**config.mk**
```make
export PLATFORM = sky130hd
export DESIGN_NAME = ysyx_24100029_icache
export DESIGN_NICKNAME = d
export VERILOG_FILES = /design/src/rtl/ysyx_24100029_icache_pkg.sv /design/src/rtl/ysyx_24100029_icache_array.sv /design/src/rtl/ysyx_24100029_icache.sv
export SDC_FILE = /design/constraint.sdc
export NUM_CORES = 2
export LEC_CHECK = 0
export BUFFER_PORTS_ARGS = -buffer_cell sky130_fd_sc_hd__buf_2
export CORE_ASPECT_RATIO = 1.25
export CORE_MARGIN = 5
export CORE_UTILIZATION = 25
export DETAILED_ROUTE_END_ITERATION = 10
export SYNTH_ARGS = -nofsm -noshare
export SYNTH_HDL_FRONTEND = slang
export SYNTH_SLANG_ARGS = --single-unit
```
**constraint.sdc**
```tcl
create_clock -name clock -period 10.5 [get_ports clock]
set_clock_uncertainty 0.15 [all_clocks]
set_input_delay 1.05 -clock clock [delete_from_list [all_inputs] [get_ports clock]]
set_output_delay 1.05 -clock clock [all_outputs]
set_load 0.01 [all_outputs]
```
**src/rtl/ysyx_24100029_icache_pkg.sv**
```systemverilog
// Shared types and AXI constants for the direct-mapped instruction cache.
package ysyx_24100029_icache_pkg;

   localparam int unsigned DefNlines    = 16;
   localparam int unsigned DefLineWords = 4;

   localparam logic [1:0] BURST_INCR  = 2'b01;
   localparam logic [2:0] SIZE_4B     = 3'b010;
   localparam logic [1:0] RESP_OKAY   = 2'b00;
   localparam logic [1:0] RESP_SLVERR = 2'b10;

   typedef enum logic [2:0] {
      StIdle,
      StResp,
      StMissAr,
      StMissR,
      StMissResp
   } state_e;

endpackage

```
**src/rtl/ysyx_24100029_icache_array.sv**
```systemverilog
// Tag/valid/data storage: one combinational read port, per-beat word fill plus tag/valid write.
module ysyx_24100029_icache_array
   import ysyx_24100029_icache_pkg::*;
#(
   parameter int unsigned NLINES     = DefNlines,
   parameter int unsigned LINE_WORDS = DefLineWords,
   parameter int unsigned OffW       = $clog2(LINE_WORDS),
   parameter int unsigned IdxW       = $clog2(NLINES),
   parameter int unsigned TagW       = 32 - IdxW - OffW - 2
) (
   input  logic            clk_i,
   input  logic            rst_ni,
   input  logic [IdxW-1:0] rd_idx_i,
   input  logic [OffW-1:0] rd_off_i,
   output logic [TagW-1:0] rd_tag_o,
   output logic            rd_valid_o,
   output logic [31:0]     rd_word_o,
   input  logic            wr_word_en_i,
   input  logic [IdxW-1:0] wr_idx_i,
   input  logic [OffW-1:0] wr_off_i,
   input  logic [31:0]     wr_word_i,
   input  logic            wr_line_en_i,
   input  logic [TagW-1:0] wr_tag_i,
   input  logic            wr_valid_i,
   input  logic            inval_all_i
);

   logic [TagW-1:0]   tag_q  [NLINES];
   logic [31:0]       data_q [NLINES][LINE_WORDS];
   logic [NLINES-1:0] valid_q;

   assign rd_tag_o   = tag_q[rd_idx_i];
   assign rd_valid_o = valid_q[rd_idx_i];
   assign rd_word_o  = data_q[rd_idx_i][rd_off_i];

   // Tag and data arrays are deliberately not reset; validity alone gates hits.
   always_ff @(posedge clk_i) begin
      if (wr_word_en_i) data_q[wr_idx_i][wr_off_i] <= wr_word_i;
      if (wr_line_en_i) tag_q[wr_idx_i] <= wr_tag_i;
   end

   always_ff @(posedge clk_i) begin
      if (!rst_ni) begin
         valid_q <= '0;
      end else begin
         if (wr_line_en_i) valid_q[wr_idx_i] <= wr_valid_i;
         if (inval_all_i) valid_q <= '0;
      end
   end

endmodule

```
**src/rtl/ysyx_24100029_icache.sv**
```systemverilog
// Direct-mapped instruction cache: AXI-lite style fetch port, AXI4 burst refill port.
module ysyx_24100029_icache
   import ysyx_24100029_icache_pkg::*;
#(
   parameter int unsigned NLINES     = DefNlines,
   parameter int unsigned LINE_WORDS = DefLineWords
) (
   input  logic        clock,
   input  logic        reset,
   input  logic        s_arvalid,
   output logic        s_arready,
   input  logic [31:0] s_araddr,
   output logic        s_rvalid,
   input  logic        s_rready,
   output logic [31:0] s_rdata,
   output logic [1:0]  s_rresp,
   output logic        s_rlast,
   output logic [3:0]  s_rid,
   output logic        m_arvalid,
   input  logic        m_arready,
   output logic [31:0] m_araddr,
   output logic [3:0]  m_arid,
   output logic [7:0]  m_arlen,
   output logic [2:0]  m_arsize,
   output logic [1:0]  m_arburst,
   input  logic        m_rvalid,
   output logic        m_rready,
   input  logic [31:0] m_rdata,
   input  logic [1:0]  m_rresp,
   input  logic        m_rlast,
   input  logic        fence_i,
   output logic [31:0] hit_cnt,
   output logic [31:0] miss_cnt
);

   localparam int unsigned OffW = $clog2(LINE_WORDS);
   localparam int unsigned IdxW = $clog2(NLINES);
   localparam int unsigned TagW = 32 - IdxW - OffW - 2;

   state_e          state_q;
   logic [TagW-1:0] req_tag_q;
   logic [IdxW-1:0] req_idx_q;
   logic [OffW-1:0] req_off_q;
   logic [OffW-1:0] cnt_q;
   logic            err_q, ovf_q, fence_pend_q;
   logic            s_arready_q, s_rvalid_q, m_arvalid_q, m_rready_q;
   logic [31:0]     s_rdata_q;
   logic [1:0]      s_rresp_q;
   logic [31:0]     hit_cnt_q, miss_cnt_q;

   logic [TagW-1:0] in_tag, rd_tag;
   logic [IdxW-1:0] in_idx;
   logic [OffW-1:0] in_off;
   logic            rd_valid, hit;
   logic [31:0]     rd_word;
   logic            beat, last_slot, beat_err, refill_err, ret_idle, inval_all;
   logic            wr_word_en, wr_line_en;
   logic            unused_byte_off;

   assign in_off          = s_araddr[OffW+1:2];
   assign in_idx          = s_araddr[OffW+IdxW+1:OffW+2];
   assign in_tag          = s_araddr[31:OffW+IdxW+2];
   assign unused_byte_off = ^s_araddr[1:0];

   assign hit = rd_valid && (rd_tag == in_tag) && !fence_i;

   // A beat is a protocol error if rlast disagrees with the last expected slot.
   assign beat       = (state_q == StMissR) && m_rvalid && m_rready_q;
   assign last_slot  = (cnt_q == OffW'(LINE_WORDS - 1)) && !ovf_q;
   assign beat_err   = (m_rresp != RESP_OKAY) || (m_rlast != last_slot);
   assign refill_err = err_q || beat_err;
   assign ret_idle   = ((state_q == StResp) || (state_q == StMissResp)) && s_rready;
   assign inval_all  = ((state_q == StIdle) && fence_i) || (ret_idle && (fence_pend_q || fence_i));
   assign wr_word_en = reset && beat && !ovf_q;
   assign wr_line_en = reset && beat && m_rlast;

   ysyx_24100029_icache_array #(
      .NLINES     (NLINES),
      .LINE_WORDS (LINE_WORDS)
   ) u_array (
      .clk_i        (clock),
      .rst_ni       (reset),
      .rd_idx_i     (in_idx),
      .rd_off_i     (in_off),
      .rd_tag_o     (rd_tag),
      .rd_valid_o   (rd_valid),
      .rd_word_o    (rd_word),
      .wr_word_en_i (wr_word_en),
      .wr_idx_i     (req_idx_q),
      .wr_off_i     (cnt_q),
      .wr_word_i    (m_rdata),
      .wr_line_en_i (wr_line_en),
      .wr_tag_i     (req_tag_q),
      .wr_valid_i   (!refill_err),
      .inval_all_i  (inval_all)
   );

   always_ff @(posedge clock) begin
      if (!reset) begin
         state_q      <= StIdle;
         req_tag_q    <= '0;
         req_idx_q    <= '0;
         req_off_q    <= '0;
         cnt_q        <= '0;
         err_q        <= 1'b0;
         ovf_q        <= 1'b0;
         fence_pend_q <= 1'b0;
         s_arready_q  <= 1'b0;
         s_rvalid_q   <= 1'b0;
         m_arvalid_q  <= 1'b0;
         m_rready_q   <= 1'b0;
         s_rdata_q    <= '0;
         s_rresp_q    <= RESP_OKAY;
         hit_cnt_q    <= '0;
         miss_cnt_q   <= '0;
      end else begin
         unique case (state_q)
            StIdle: begin
               s_arready_q <= 1'b1;
               if (s_arvalid && s_arready_q) begin
                  s_arready_q <= 1'b0;
                  req_tag_q   <= in_tag;
                  req_idx_q   <= in_idx;
                  req_off_q   <= in_off;
                  if (hit) begin
                     state_q    <= StResp;
                     s_rvalid_q <= 1'b1;
                     s_rdata_q  <= rd_word;
                     s_rresp_q  <= RESP_OKAY;
                     hit_cnt_q  <= hit_cnt_q + 32'd1;
                  end else begin
                     state_q     <= StMissAr;
                     m_arvalid_q <= 1'b1;
                     miss_cnt_q  <= miss_cnt_q + 32'd1;
                     cnt_q       <= '0;
                     err_q       <= 1'b0;
                     ovf_q       <= 1'b0;
                  end
               end
            end
            StMissAr: begin
               if (m_arready) begin
                  m_arvalid_q <= 1'b0;
                  m_rready_q  <= 1'b1;
                  state_q     <= StMissR;
               end
            end
            StMissR: begin
               if (beat) begin
                  if (!ovf_q && (cnt_q == req_off_q)) s_rdata_q <= m_rdata;
                  if (last_slot && !m_rlast) ovf_q <= 1'b1;
                  if (!last_slot && !ovf_q) cnt_q <= cnt_q + OffW'(1);
                  err_q <= refill_err;
                  if (m_rlast) begin
                     m_rready_q <= 1'b0;
                     s_rvalid_q <= 1'b1;
                     s_rresp_q  <= refill_err ? RESP_SLVERR : RESP_OKAY;
                     state_q    <= StMissResp;
                  end
               end
            end
            StResp, StMissResp: begin
               if (s_rready) begin
                  s_rvalid_q  <= 1'b0;
                  s_arready_q <= 1'b1;
                  state_q     <= StIdle;
               end
            end
            default: state_q <= StIdle;
         endcase
         // Fences seen while busy wait until the response hands back to idle.
         if (ret_idle) fence_pend_q <= 1'b0;
         else if (fence_i && (state_q != StIdle)) fence_pend_q <= 1'b1;
      end
   end

   assign s_arready = s_arready_q;
   assign s_rvalid  = s_rvalid_q;
   assign s_rdata   = s_rdata_q;
   assign s_rresp   = s_rresp_q;
   assign s_rlast   = s_rvalid_q;
   assign s_rid     = 4'd0;
   assign m_arvalid = m_arvalid_q;
   assign m_araddr  = {req_tag_q, req_idx_q, {(OffW + 2){1'b0}}};
   assign m_arid    = 4'd0;
   assign m_arlen   = 8'(LINE_WORDS - 1);
   assign m_arsize  = SIZE_4B;
   assign m_arburst = BURST_INCR;
   assign m_rready  = m_rready_q;
   assign hit_cnt   = hit_cnt_q;
   assign miss_cnt  = miss_cnt_q;

endmodule

```
# After elaboration in Yosys (flattened, before gate mapping)
# Memories as Yosys holds them, arrays and structs flattened.
# Index checks and enable logic that the tools add are counted.
op_classes:
  n_bitwise: 4
  n_reduce_logical: 52
  addsub: 3
  eq_ne: 18
  magnitude_cmp: 6
  n_mux: 61
ops:
  columns: ["operator", "n"]
  rows:
  - ["32-bit 2-to-1 mux", 7]
  - ["128-bit 2-to-1 mux", 1]
  - ["32-bit by 1-bit adder with 32-bit output (second input constant)", 2]
  - ["32-bit binary-select mux with 2-bit select", 1]
  - ["32-bit demux with 2-bit select", 1]
  - ["32-bit one-hot mux with 2 select lines", 1]
  - ["5-bit AND reduction", 5]
  - ["24-bit equality test", 1]
  - ["1-bit 2-to-1 mux", 23]
  - ["2-bit 2-to-1 mux", 10]
  - ["1-bit logical AND", 18]
  - ["16-bit bitwise mux", 1]
  - ["3-bit 2-to-1 mux", 5]
  - ["2-bit != test (second input constant)", 6]
  - ["3-bit one-hot mux with 4 select lines", 1]
  - ["4-bit AND reduction", 3]
  - ["4-bit by 5-bit < comparator with 1-bit output (second input constant)", 2]
  - ["1-bit one-hot mux with 2 select lines", 5]
  - ["2-bit nonzero test", 5]
  - ["2-bit by 1-bit != test with 1-bit output (second input constant)", 4]
  - ["2-bit one-hot mux with 2 select lines", 2]
  - ["3-bit by 2-bit equality test with 1-bit output (second input constant)", 2]
  - ["3-bit >= comparator (second input constant)", 2]
  - ["2-bit NOT with 3-bit output", 2]
  - ["other kinds (20)", 34]
totals:
  input_bits: 74
  elab_cells: 163
  out_inout_bits: 156
  mem_count: 2
  ff_bits: 156
  mem_bits_rw: 2432
memory_table:
  columns: ["name", "depth", "width", "read_ports", "rd_clocked_by_memory_dff", "wr", "line_no", "rtl"]
  rows:
  - ["u_array.data_q", 16, 128, 1, 0, 1, "ysyx_24100029_icache_array.sv:29", "logic [31:0] data_q [NLINES][LINE_WORDS];"]
  - ["u_array.tag_q", 16, 24, 1, 0, 1, "ysyx_24100029_icache_array.sv:28", "logic [TagW-1:0] tag_q [NLINES];"]

# Depth between registers and ports, before layout
logic_depth:
  ltp_word: 9
  ltp_mapped: 17
  mapped_depth_nobuf: 10

# Cells and area by module
# A second synthesis with hierarchy kept.
unflattened:
  cells_unflattened: 4787
  hier_area_um2: 99759.4
by_module_without_submodules:
  columns: ["mod", "area_each_um2", "cells_per_inst", "n_inst"]
  rows:
  - ["ysyx_24100029_icache_array", 92799.0, 3972, 1]
  - ["ysyx_24100029_icache", 6960.4, 815, 1]

# Worst setup path after synthesis
# Ideal clock, no wire load.
synth_timing:
  path_type: "input -> register"
  startpoint: "input port s_araddr[5]"
  endpoint: "register s_rdata_q[16], in the netlist s_rdata[16]"
  path_buffers: 8
  path_stages: 14
  arrival_time_ns: 4.463
  slack_ns: 5.753
  t_required_ns: 10.216
  cell_sequence: "buf_6 buf_6 buf_8 buf_4 buf_2 buf_2 clkbuf_1 buf_1 mux4_2 mux4_2 mux4_2 mux2_2 a32oi_1 o211ai_1"
synth_via:
  elab_chain_len: 7
  elab_cells_between_ends: 15
synth_rtl:
  columns: ["element", "line_no", "rtl"]
  rows:
  - ["from (decl)", "ysyx_24100029_icache.sv:12", "input logic [31:0] s_araddr,"]
  - ["memory 16 x 128 bit", null, null]
  - ["32-bit binary-select mux with 2-bit select", "ysyx_24100029_icache_array.sv:34", "assign rd_word_o = data_q[rd_idx_i][rd_off_i];"]
  - ["32-bit 2-to-1 mux (implied by the code) (2 in a row)", "ysyx_24100029_icache_array.sv:34", null]
  - ["32-bit 2-to-1 mux", "ysyx_24100029_icache.sv:125", "if (hit) begin"]
  - ["32-bit 2-to-1 mux", "ysyx_24100029_icache.sv:120", "if (s_arvalid && s_arready_q) begin"]
  - ["32-bit one-hot mux with 2 select lines", "ysyx_24100029_icache.sv:117", "unique case (state_q)"]
  - ["to (signal assigned)", "ysyx_24100029_icache.sv:128", "s_rdata_q <= rd_word;"]
  - ["to (signal assigned)", "ysyx_24100029_icache.sv:150", "if (!ovf_q && (cnt_q == req_off_q)) s_rdata_q <= m_rdata;"]
  - ["to (decl)", "ysyx_24100029_icache.sv:47", "logic [31:0] s_rdata_q;"]
# Parallel ways exist; a longest one is shown, timed or not. The select of a mux whose other input is x is not followed.
# A chain may end at the register's enable or synchronous reset.

# Worst setup path in the final report
layout_timing:
  startpoint: "input port s_araddr[5]"
  endpoint: "register hit_cnt_q[17], in the netlist hit_cnt[17]"
layout_via:
  elab_chain_len: 5
  elab_cells_between_ends: 7
layout_rtl:
  columns: ["element", "line_no", "rtl"]
  rows:
  - ["memory 16 x 24 bit / 1-bit binary-select mux with 4-bit select (equally long branches)", null, null]
  - ["24-bit equality test / 1-bit 2-to-1 mux (equally long branches)", "ysyx_24100029_icache.sv:65, ysyx_24100029_icache_array.sv:33", null]
  - ["1-bit logical AND * (2 in a row)", "ysyx_24100029_icache.sv:65", "assign hit = rd_valid && (rd_tag == in_tag) && !fence_i;"]
  - ["3-bit AND reduction (no source line) *", null, null]
  - ["to (signal assigned)", "ysyx_24100029_icache.sv:130", "hit_cnt_q <= hit_cnt_q + 32'd1;"]
  - ["to (decl)", "ysyx_24100029_icache.sv:49", "logic [31:0] hit_cnt_q, miss_cnt_q;"]
# Every way passes the cells marked *; elsewhere a longest branch is shown, timed or not. The select of a mux whose other input is x is not followed.

==> out/metrics.yaml <==
fp.dieH_um: 722
root_buffer: "clkbuf_16"
fp.dieW_um: 580
hold_viol: 0
cts_setup_buffers: 0
cp.arrival_ns: 6.10
cp_max_fo: 119
gp_congestion: 0.790
hold_ws_ns: 0.270
seq_area_frac_synth_pct: 75.1
reg2regPathDepth: 10
crit_type: "input pin to flip-flop"
yosys_warnings: 0
first_pass_iters: 7
maxSlewHeadroom_pct: 21.3
fin_cells: 10600
synth_seq_cells: 2587
finalCritPeriodShare_pct: 52.8
min_period_ns: 5.55
hold_buffers: 0
drtIter0Drc: 5397
worstSetupStartpointType: "input pin"
drv_cap: 0
setup_viol: 0
dr_total_vias: 49200
place_area_mm2: 0.110
layout_setup_ws_ns: 4.95
rsz0062_at_grt: "false"
grt_pass1_vias: 50100
p_leak_nw: 35.9
min_path_type: "input pin to flip-flop"
port_buffers: 201
area_growth_pct: 15.9
final_util_pct: 29.1
fmax_mhz: 180
clockBufferDepth: 4
grt_use_total_pct: 11.6
async_reset_ff_share_pct: 0
syn_area_mm2: 0.101
drive_gt1_share_pct: 30.7
dieArea_mm2: 0.418
outcome: "finished, final reports clean"
netlist_instances: 4687
cellPowerDensity_mw_per_mm2: 184
avgSynthCellArea_um2: 21.6
critPathRequiredTime_ns: 11.06
hold_depth: 3
fin_area_mm2: 0.117
routedWlPerCell_um: 23.8
slew_violations: 0
dp_cells: 10100
fp-row-count: 261
final_cell_mix: "edfxtp_1, mux4_2, clkbuf_16"
ys.flop_type: "edfxtp_1"
drtAntennaViolNets: 0
detail_route.vias_per_cell: 4.64
tightest_slew_ns: 1.18
setup_tns_ns: 0
grt_max_degree: 157
insertion_delay_ns: 0.91
dp_slack_ns: 4.01
cts_sinks: 2587
clk_pin_slew_ns: 0.06
initial_core_util_pct: 25.1
antenna_found_initial: 14
ios: 230
cp-end-kind: "flip-flop"
nets: 5080
hpwl_um: 142000
wl_um: 252000
cts_resized: 0
cts_max_level: 4
grt_pass1_wl_um: 361000
tritoncts: "built"
peakVddDrop_mv: 0.151
numCtsBuffers: 244
total_power_mw: 21.7
core_area_mm2: 0.404
grt.overflow.total: 0
synth_edf_count: 2432
drcViolationCount: 0
ys_types: 74
mostFrequentLayoutCell: "edfxtp_1"
cells by family (layout without fill, tap and decap cells):
group	Yosys count	in the layout	synth area share (%)
other	2	31	0.00741
buffers and inverters	325	814	1.66
and+or+nand+nor	576	576	2.83
adders and majority gates	7	7	0.0864
AOI/OAI and AO/OA	271	271	1.91
DFF	2587	2587	75.1
xor gates and xnor gates	26	26	0.225
muxes	893	893	18.2
Yosys cell counts, drive strengths merged (3+ instances only):
cell type  instances  share of area [%]
and4               4              0.035
o21ai             29               0.14
edfxtp          2432                 72
a221oi             5              0.043
o311ai            24               0.21
nand4             63               0.39
xnor2             12               0.10
a22o               5              0.043
buf              158                1.0
mux2              41               0.46
xor2              14               0.12
mux2i             99               0.98
nor2             110               0.41
a32oi             32               0.28
o41ai             24               0.21
inv               13              0.048
o21bai             3              0.022
o211ai            39               0.29
and3              20               0.12
ha                 7              0.086
a211o              3              0.026
nor3              17              0.084
or3                9              0.056
nor4              18               0.14
mux4             753                 17
o2111ai            3              0.026
nand3             72               0.36
nor2b              8              0.049
dfxtp            155                3.1
a22oi              9              0.067
and2               5              0.031
o31ai              3              0.022
nor3b              4              0.030
nand2b            59               0.36
nand2            170               0.63
o22ai              7              0.043
clkbuf           153               0.57
a21oi             65               0.32
or4                9              0.070
power breakdown:
part | switching [mW] | internal [mW] | total [mW]
registers | 0.104 | 11.3 | 11.5
clock network | 3.83 | 5.00 | 8.83
logic | 0.890 | 0.480 | 1.37
sequential cells by signal (all words and copies together), names as in the netlist, 3 cells and up:
name,cells
u_array.data_q,2048
u_array.tag_q,384
hit_cnt,32
miss_cnt,32
s_rdata,32
req_tag_q,24
u_array.valid_q,16
req_idx_q,4
state_q,3
per-layer routing:
metal,global-route usage [%],share of wire [%],wire length (um)
met1,15.5,41,103000
met2,19.8,50,126000
met5,0,0.016,41
met4,2.62,2.0,5080
met3,1.92,7.1,17800
layout make-up:
cell class	instances	area, um^2
well taps	5391	6750
fillers	39100	287000
inverters	14	60.1
flip-flops and latches	2587	76100
diodes	5	12.5
clock inverters	164	1690
repair buffers	353	2290
clock buffers	283	6250
multi-input cells	1799	24300
worst paths after layout:
kind | slack, ns | to | start
min reg2reg | 0.33 | req_off_q[1] | req_off_q[1]
min | 0.27 | req_tag_q[12] | s_araddr[20]
max | 4.95 | hit_cnt[17] | s_araddr[5]
max reg2reg | 6.02 | hit_cnt[17] | u_array.tag_q[7][20]
critical path: stages:
cell and delay [ns]:
buf_8 0.69, buf_12 0.63, mux4_2 0.58, mux2i_1 0.45, nor3_1 0.08, a221o_1 0.29
a211oi_1 0.31, o2111ai_1 0.42, or3_2 0.59, buf_4 0.35, o311ai_1 0.42, o41ai_1 0.13
No activity file was read; power rests on OpenSTA's default activity.
